### config.mk
export PLATFORM = sky130hd
export DESIGN_NAME = state_machine_flat
export DESIGN_NICKNAME = d
export VERILOG_FILES = /design/src/rtl/state_machine_if.sv /design/src/rtl/state_machine.sv /design/src/flat_wrapper.sv
export SDC_FILE = /design/constraint.sdc
export NUM_CORES = 1
export LEC_CHECK = 0
export BUFFER_PORTS_ARGS = -buffer_cell sky130_fd_sc_hd__clkbuf_2
export CORE_MARGIN = 2
export CORE_UTILIZATION = 47
export DETAILED_ROUTE_END_ITERATION = 12
export PLACE_DENSITY = 0.83
export SLEW_MARGIN = 20
export SYNTH_ARGS = -nofsm -noshare
export SYNTH_HDL_FRONTEND = slang
export SYNTH_SLANG_ARGS = --single-unit
export TNS_END_PERCENT = 100
### constraint.sdc
create_clock -name clk -period 4.2 [get_ports clk]
set_input_delay 0 -clock clk [delete_from_list [all_inputs] [get_ports clk]]
set_output_delay 0 -clock clk [all_outputs]
set_load 0.05 [all_outputs]
### src/rtl/state_machine_if.sv
// Control/datapath signal bundle between the accumulator-processor control unit
// and its datapath: run controls and status in, one-hot selects and strobes out.
interface state_machine_if;
    logic        enable;
    logic        z;
    logic [31:0] IR;
    logic        pc_inc;
    logic        finish;
    logic        data_ram_we;
    logic        inst_ram_we;
    logic [7:0]  alu_sel;
    logic [7:0]  bus_sel;
    logic [8:0]  reg_sel;

    modport master (
        output enable, z, IR,
        input  pc_inc, finish, data_ram_we, inst_ram_we, alu_sel, bus_sel, reg_sel
    );

    modport slave (
        input  enable, z, IR,
        output pc_inc, finish, data_ram_we, inst_ram_we, alu_sel, bus_sel, reg_sel
    );
endinterface

### src/rtl/state_machine.sv
// Multi-cycle control unit: fetch, decode IR[7:0], one micro-step per clock,
// Moore outputs held in registers loaded from the decode of the next state.
module state_machine (
    input  logic              clk,
    input  logic              reset,
    state_machine_if.slave    bus
);

    typedef enum logic [4:0] {
        S_IDLE   = 5'd0,
        S_FETCH1 = 5'd1,
        S_FETCH2 = 5'd2,
        S_DECODE = 5'd3,
        S_LOAD1  = 5'd4,
        S_LOAD2  = 5'd5,
        S_STORE  = 5'd6,
        S_MOVR   = 5'd7,
        S_MOVAC  = 5'd8,
        S_ADD    = 5'd9,
        S_SUB    = 5'd10,
        S_MUL    = 5'd11,
        S_INC    = 5'd12,
        S_DEC    = 5'd13,
        S_JUMP   = 5'd14,
        S_LDAR   = 5'd15,
        S_SHL    = 5'd16,
        S_SHR    = 5'd17,
        S_DONE   = 5'd18
    } state_t;

    typedef struct packed {
        logic       pc_inc;
        logic       finish;
        logic       data_ram_we;
        logic [7:0] alu_sel;
        logic [7:0] bus_sel;
        logic [8:0] reg_sel;
    } ctrl_t;

    state_t state_r;
    state_t state_next_s;
    ctrl_t  ctrl_r;
    logic   unused_ir_s;

    assign unused_ir_s = ^bus.IR[31:8];

    function automatic ctrl_t decode_ctrl(input state_t s);
        ctrl_t c;
        c = '0;
        case (s)
            S_FETCH1: begin c.reg_sel = 9'h040; c.pc_inc = 1'b1; end
            S_LOAD2:  begin c.bus_sel = 8'h80; c.reg_sel = 9'h020; end
            S_STORE:  begin c.bus_sel = 8'h20; c.data_ram_we = 1'b1; end
            S_MOVR:   begin c.bus_sel = 8'h20; c.reg_sel = 9'h010; end
            S_MOVAC:  begin c.bus_sel = 8'h10; c.reg_sel = 9'h020; end
            S_ADD:    begin c.bus_sel = 8'h10; c.alu_sel = 8'h02; c.reg_sel = 9'h080; end
            S_SUB:    begin c.bus_sel = 8'h10; c.alu_sel = 8'h04; c.reg_sel = 9'h080; end
            S_MUL:    begin c.bus_sel = 8'h10; c.alu_sel = 8'h08; c.reg_sel = 9'h080; end
            S_INC:    begin c.alu_sel = 8'h10; c.reg_sel = 9'h080; end
            S_DEC:    begin c.alu_sel = 8'h20; c.reg_sel = 9'h080; end
            S_JUMP:   begin c.bus_sel = 8'h40; c.reg_sel = 9'h001; end
            S_LDAR:   begin c.bus_sel = 8'h20; c.reg_sel = 9'h002; end
            S_SHL:    begin c.alu_sel = 8'h40; c.reg_sel = 9'h080; end
            S_SHR:    begin c.alu_sel = 8'h80; c.reg_sel = 9'h080; end
            S_DONE:   begin c.finish = 1'b1; end
            default:  begin c = '0; end
        endcase
        return c;
    endfunction

    // Next-state logic; DONE is sticky regardless of enable.
    always_comb begin
        state_next_s = state_r;
        if (state_r == S_DONE) begin
            state_next_s = S_DONE;
        end else if (bus.enable) begin
            case (state_r)
                S_IDLE:   state_next_s = S_FETCH1;
                S_FETCH1: state_next_s = S_FETCH2;
                S_FETCH2: state_next_s = S_DECODE;
                S_DECODE: begin
                    case (bus.IR[7:0])
                        8'd1:    state_next_s = S_LOAD1;
                        8'd2:    state_next_s = S_STORE;
                        8'd3:    state_next_s = S_MOVR;
                        8'd4:    state_next_s = S_MOVAC;
                        8'd5:    state_next_s = S_ADD;
                        8'd6:    state_next_s = S_SUB;
                        8'd7:    state_next_s = S_MUL;
                        8'd8:    state_next_s = S_INC;
                        8'd9:    state_next_s = S_DEC;
                        8'd10:   state_next_s = bus.z ? S_JUMP : S_FETCH1;
                        8'd11:   state_next_s = S_JUMP;
                        8'd12:   state_next_s = S_LDAR;
                        8'd13:   state_next_s = S_SHL;
                        8'd14:   state_next_s = S_SHR;
                        8'd15:   state_next_s = S_DONE;
                        default: state_next_s = S_FETCH1;
                    endcase
                end
                S_LOAD1:  state_next_s = S_LOAD2;
                default:  state_next_s = S_FETCH1;
            endcase
        end else begin
            state_next_s = state_r;
        end
    end

    // State register with outputs registered from the decode of the state being entered.
    always_ff @(posedge clk or negedge reset) begin
        if (!reset) begin
            state_r <= S_IDLE;
            ctrl_r  <= '0;
        end else begin
            state_r <= state_next_s;
            ctrl_r  <= decode_ctrl(state_next_s);
        end
    end

    assign bus.pc_inc      = ctrl_r.pc_inc;
    assign bus.finish      = ctrl_r.finish;
    assign bus.data_ram_we = ctrl_r.data_ram_we;
    assign bus.inst_ram_we = 1'b0;
    assign bus.alu_sel     = ctrl_r.alu_sel;
    assign bus.bus_sel     = ctrl_r.bus_sel;
    assign bus.reg_sel     = ctrl_r.reg_sel;

endmodule

### src/flat_wrapper.sv
// flat-port wrapper written by rule: the top's interface ports become plain ports
module state_machine_flat 
  (clk, reset, bus_enable, bus_z, bus_IR, bus_pc_inc, bus_finish, bus_data_ram_we, bus_inst_ram_we, bus_alu_sel, bus_bus_sel, bus_reg_sel);
  state_machine_if bus_i ();
  input  logic clk;
  input  logic reset;
  input wire logic [$bits(bus_i.enable)-1:0] bus_enable;
  input wire logic [$bits(bus_i.z)-1:0] bus_z;
  input wire logic [$bits(bus_i.IR)-1:0] bus_IR;
  output wire logic [$bits(bus_i.pc_inc)-1:0] bus_pc_inc;
  output wire logic [$bits(bus_i.finish)-1:0] bus_finish;
  output wire logic [$bits(bus_i.data_ram_we)-1:0] bus_data_ram_we;
  output wire logic [$bits(bus_i.inst_ram_we)-1:0] bus_inst_ram_we;
  output wire logic [$bits(bus_i.alu_sel)-1:0] bus_alu_sel;
  output wire logic [$bits(bus_i.bus_sel)-1:0] bus_bus_sel;
  output wire logic [$bits(bus_i.reg_sel)-1:0] bus_reg_sel;
  assign bus_i.enable = bus_enable;
  assign bus_i.z = bus_z;
  assign bus_i.IR = bus_IR;
  assign bus_pc_inc = bus_i.pc_inc;
  assign bus_finish = bus_i.finish;
  assign bus_data_ram_we = bus_i.data_ram_we;
  assign bus_inst_ram_we = bus_i.inst_ram_we;
  assign bus_alu_sel = bus_i.alu_sel;
  assign bus_bus_sel = bus_i.bus_sel;
  assign bus_reg_sel = bus_i.reg_sel;
  state_machine u_core (.clk(clk), .reset(reset), .bus(bus_i));
endmodule
# ---- Yosys cells after proc, flatten, opt, wreduce, memory -nomap -nowiden
# Cells that the tools add are included.
dict set report classes {
  n_addsub 0
  mul 0
  div_mod_pow 0
  order_cmp 0
  eq_ne 35
  n_shift 0
  n_mux 11
  bitwise 0
  reduce_logical 4
}
# op count
set ops {}
lappend ops {{$pmux 5 s15} 1}
lappend ops {{$eq 8x4->1 const B} 8}
lappend ops {{$pmux 8 s7} 1}
lappend ops {{$pmux 8 s6} 1}
lappend ops {{$eq 5x4->1 const B} 8}
lappend ops {{$eq 8x3->1 const B} 4}
lappend ops {{$pmux 8 s4} 1}
lappend ops {{$eq 5x3->1 const B} 4}
lappend ops {{$eq 5x5->1 const B} 4}
lappend ops {{$pmux 5 s4} 1}
lappend ops {{$eq 8x2->1 const B} 2}
lappend ops {{$eq 5x1->1 const B} 2}
lappend ops {{$eq 5x2->1 const B} 2}
lappend ops {{$mux 5} 2}
lappend ops {{$eq 8x1->1 const B} 1}
lappend ops {{$reduce_or 7->1} 1}
lappend ops {{$mux 4} 1}
lappend ops {{$reduce_or 4->1} 1}
lappend ops {{$mux 1} 3}
lappend ops {{$reduce_or 3->1} 1}
lappend ops {{$reduce_or 2->1} 1}
dict set report totals {
  ff_bits 32
  latchBits 0
  ram_bits 0
  mem_bits_ro 0
  out_inout_bits 29
  word_cells 57
  mem_count 0
}

# ---- Longest topological paths before layout
dict set report depth {
  depth_word 8
  mapped_depth 7
  mapped_depth_nobuf 7
}

# ---- Least setup slack after synthesis
# No wires, ideal clock.
dict set report synth_timing {
  kind {reg-to-reg}
  from {register u_core.state_r[3]}
  to {register u_core.ctrl_r, in the netlist u_core.bus.bus_sel[5]}
  setup_time_ns 0.125
  arrival_ns 1.917
  required_time_ns 4.075
  setup_slack_ns 2.158
  stages_incl_launch_ff 7
  n_path_buf 0
  path_cell_list {dfrtp_1 > or2b_1 > or4_4 > a21oi_4 > nor2_2 > or2_2 > nor2b_1}
}
dict set report synth_between {
  elab_chain_len 7
  word_cells_on_any_way 20
}
# element line
set synth_rtl {}
lappend synth_rtl {{start, declared} state_machine.sv:40} ;# state_t state_r;
lappend synth_rtl {{start signal, assigned} state_machine.sv:115} ;# state_r <= state_next_s;
lappend synth_rtl {{$eq 5x3->1, or another cell as far along} state_machine.sv:77} ;# case (state_r)
lappend synth_rtl {{$pmux 5 s4} state_machine.sv:77}
lappend synth_rtl {{$mux 5} state_machine.sv:76} ;# end else if (bus.enable) begin
lappend synth_rtl {{$mux 5 *} state_machine.sv:74} ;# if (state_r == S_DONE) begin
lappend synth_rtl {{$eq 5x4->1 or $eq 5x3->1 (tied branches)} state_machine.sv:50} ;# case (s)
lappend synth_rtl {{$reduce_or 4->1 (no line) or $reduce_or 3->1 (tied branches)} --}
lappend synth_rtl {{$pmux 8 s4 *} state_machine.sv:50}
lappend synth_rtl {{end signal, assigned} state_machine.sv:116} ;# ctrl_r <= decode_ctrl(state_next_s);
lappend synth_rtl {{end, declared} state_machine.sv:42} ;# ctrl_t ctrl_r;
# Every way passes the cells marked *; elsewhere a longest branch is shown, timed or not.

# ---- Worst setup path in the final report
dict set report layout_timing {
  from {register u_core.state_r[3]}
  to {register u_core.ctrl_r, in the netlist u_core.bus.data_ram_we}
}
dict set report layout_between {
  elab_chain_len 6
  word_cells_on_any_way 10
}
# element line
set layout_rtl {}
lappend layout_rtl {{$eq 5x3->1, or another cell as far along} state_machine.sv:77}
lappend layout_rtl {{$pmux 5 s4} state_machine.sv:77}
lappend layout_rtl {{$mux 5} state_machine.sv:76}
lappend layout_rtl {{$mux 5 *} state_machine.sv:74}
lappend layout_rtl {{via u_core.state_next_s[1]} state_machine.sv:41} ;# state_t state_next_s;
lappend layout_rtl {{$eq 5x3->1 *} state_machine.sv:50}
lappend layout_rtl {{$mux 1 *} state_machine.sv:50}
# The timed path passes the listed nets; every way through them passes the cells marked *.

==> flow_summary.json <==
{
  "status": "finished, final reports clean",
  "max_cap_violations": 0,
  "worst_pin_slew_ps": 610,
  "yosys_most_used_dff": "dfrtp_1",
  "instances_no_fill": 185,
  "setup_viol": 0,
  "vdd_drop_max_mv": 0.481,
  "ys_async_sr_fraction_pct": 100,
  "clk_pin_slew_worst_paths_ps": 140,
  "finalHoldViolCount": 0,
  "p_int_uw": 372,
  "antenna_found_initial": 0,
  "start_util_pct": 49.2,
  "synthTopCellsByArea": "dfrtp_1, buf_4, nor2_1, nor3_1, nor4_1",
  "io_buffers": 31,
  "first_iter_violations": 20,
  "ys_ff_latch": 25,
  "netlist_instances": 121,
  "die_w_um": 54.9,
  "synthToLayoutAreaGrowth_pct": 15.6,
  "max_slew_margin_pct": 58.8,
  "rsz0062_at_grt": "no",
  "clock_skew_ps": 9.55,
  "die_y_um": 54.9,
  "wire_per_inst_um": 13.9,
  "cp-start-kind": "flip-flop",
  "power.leakage_uw": 0.000720,
  "fin_nets": 192,
  "critPathArrivalTime_ps": 2560,
  "antennaDiodeCount": 0,
  "min_period_ps": 2320,
  "cts_buffers": 3,
  "synthesis.area_mm2": 0.00122,
  "drc": 0,
  "cts_buffer_depth": 2,
  "yosysWarnings": 0,
  "p_sw_share_pct": 44.2,
  "critPathTopFamily": "simple AND/OR/NAND/NOR gates",
  "drive_gt1_share_pct": 31.0,
  "p_clk_share_pct": 16.2,
  "grt_usage_pct": 18.1,
  "power_per_cell_area_mw_per_mm2": 473,
  "num_vias": 1012,
  "p_comb_share_pct": 39.5,
  "core_mm2": 0.00248,
  "synth_edf_count": 0,
  "ctsRootBufferMaster": "clkbuf_4",
  "path_max_fanout": 6,
  "grt_max_degree": 26,
  "path_cells": "or2b_1 > or4_4 > a21oi_1 > nor2_1 > clkinv_2 > nand3_1 > nor3_1",
  "cp_slowest_cell": "or4_4",
  "crit_path_max_incr_delay_ps": 550,
  "yosys.area.top_type": "dfrtp_1",
  "clk-insertion-delay-late_ps": 320,
  "vias_per_cell": 5.47,
  "worstPathRequired_ps": 4440,
  "synth_top_area_share_pct": 51.3,
  "gp_congestion": 0.868,
  "p_sw_uw": 295,
  "ys_seq_area_share_pct": 51.3,
  "p_seq_share_pct": 44.3,
  "critPathBufInv": 1,
  "grt_remaining_overflow": 0,
  "fin_tns_setup_ps": 0,
  "grt_pass1_vias": 915,
  "ant_nets": 0,
  "maxSlewViolCount": 0,
  "numClockSinks": 25,
  "syn_avg_cell_area_um2": 10.1,
  "cts_max_level": 1,
  "rows": 18,
  "crit_type": "flip-flop to flip-flop",
  "tritoncts": "built",
  "dp.final_hpwl_um": 1950,
  "clock.fmax_ghz": 0.431,
  "pin_count": 65,
  "period_share_pct": 55.2,
  "first_pass_iters": 4,
  "yosysUniqueCellTypes": 41,
  "die_area_mm2": 0.00302,
  "hp-class": "primary input to flip-flop",
  "grt_pass1_wl_um": 3860,
  "routed_wl_um": 2570,
  "place_inst": 180,
  "cp-end-kind": "flip-flop"
}
-- final timing paths --
| check | from | endpoint | slack [ps] | depth (start not counted) |
|---|---|---|---|---|
| max | u_core.state_r[3] | u_core.bus.data_ram_we | 1880 | 7 |
| min | bus_enable | u_core.state_r[2] | 150 | 3 |
| max reg2reg | u_core.state_r[3] | u_core.bus.data_ram_we | 1880 | 7 |
| min reg2reg | u_core.state_r[4] | u_core.state_r[4] | 790 | 2 |
| max in group asynchronous | reset | u_core.bus.alu_sel[2] | 3620 | 2 |
| min in group asynchronous | reset | u_core.bus.alu_sel[6] | 190 | 2 |
-- sequential cells by signal, indices dropped and copies added, names as in the netlist --
name	count
u_core.bus.data_ram_we	1
u_core.bus.alu_sel	7
u_core.bus.finish	1
u_core.state_r	5
u_core.bus.pc_inc	1
u_core.bus.bus_sel	4
u_core.bus.reg_sel	6
-- through the flow --
stage	instance area, um2	hold WS [ps]	power, uW	setup WS, ps	util [%]
floorplan	1250	-296	504	2160	-
global placement	1370	12.2	552	1980	55.3
detailed placement	1370	27.7	561	1930	55.3
CTS	1410	155	667	1900	56.9
global route	1410	190	699	1790	56.9
finish	1410	153	668	1880	56.9
-- worst register-to-register path: cells and delay by family, from the launching register on --
kind            cells  cell delay [ps]
compound gates      1              250
buf+inv             1               90
flops               1              460
simple gates        5             1440
-- metal layers --
layer | routed length, um | track usage (%) | part of all wire [%]
met2 | 1330 | 33.1 | 52
met3 | 125 | 2.15 | 4.9
met1 | 1070 | 21.1 | 42
met5 | 0 | 0 | 0
met4 | 45 | 8.13 | 1.7
-- area by class of cell --
class,count,area (um2)
clock buffer,3,22.5
clock inverter,1,7.51
fill,229,1070
inverter,7,27.5
multi-input combinational,86,517
sequential,25,626
tap,30,37.5
timing repair buffer,33,173
-- cell families (layout without fill, tap and decap cells) --
family	Yosys count	count (layout)	share of synthesized area, %
other	1	9	0.307
XOR/XNOR	1	1	0.718
AND/OR/NAND/NOR	53	53	24.4
buffers and inverters	18	44	8.82
flip-flops	25	25	51.3
AO/OA/AOI/OAI	23	23	14.5
-- Yosys cell counts, types with 2 or more instances --
master / n
a21oi_1: 3
nand2_1: 4
nor2_1: 13
buf_4: 10
nor3_1: 9
dfrtp_1: 25
nor4_1: 5
o21ai_0: 5
inv_1: 6
a31oi_1: 2
o31ai_1: 2
nand2b_1: 3
nand3_1: 3
and3_2: 2
or4_4: 2
or3_1: 2
-- power groups by stage --
stage	clock, uW	sequential, uW	combinational (uW)
CTS	108	296	264
floorplan	0	371	133
global route	117	300	283
detailed placement	0	300	262
global placement	0	297	255
finish	108	296	263
-- layout by cell type, fill, tap and decap left out, types with 3 or more instances in the layout --
| master | synthesis | layout |
|---|---|---|
| nand2_1 | 4 | 4 |
| nor4_1 | 5 | 5 |
| nor2_1 | 13 | 13 |
| nand3_1 | 3 | 3 |
| nand2b_1 | 3 | 3 |
| a21oi_1 | 3 | 3 |
| inv_1 | 6 | 6 |
| nor3_1 | 9 | 9 |
| o21ai_0 | 5 | 5 |
| clkbuf_4 | 0 | 3 |
| clkbuf_2 | 0 | 31 |
| conb_1 | 1 | 9 |
| dfrtp_1 | 25 | 25 |
-- timing repair --
| action | in CTS | in global routing |
|---|---|---|
| hold endpoints to repair | 25 | 0 |
| gates resized for setup | 0 | 0 |
| hold buffers | 1 | 0 |
| setup buffers | 0 | 0 |
(Power assumes the default switching activity.)
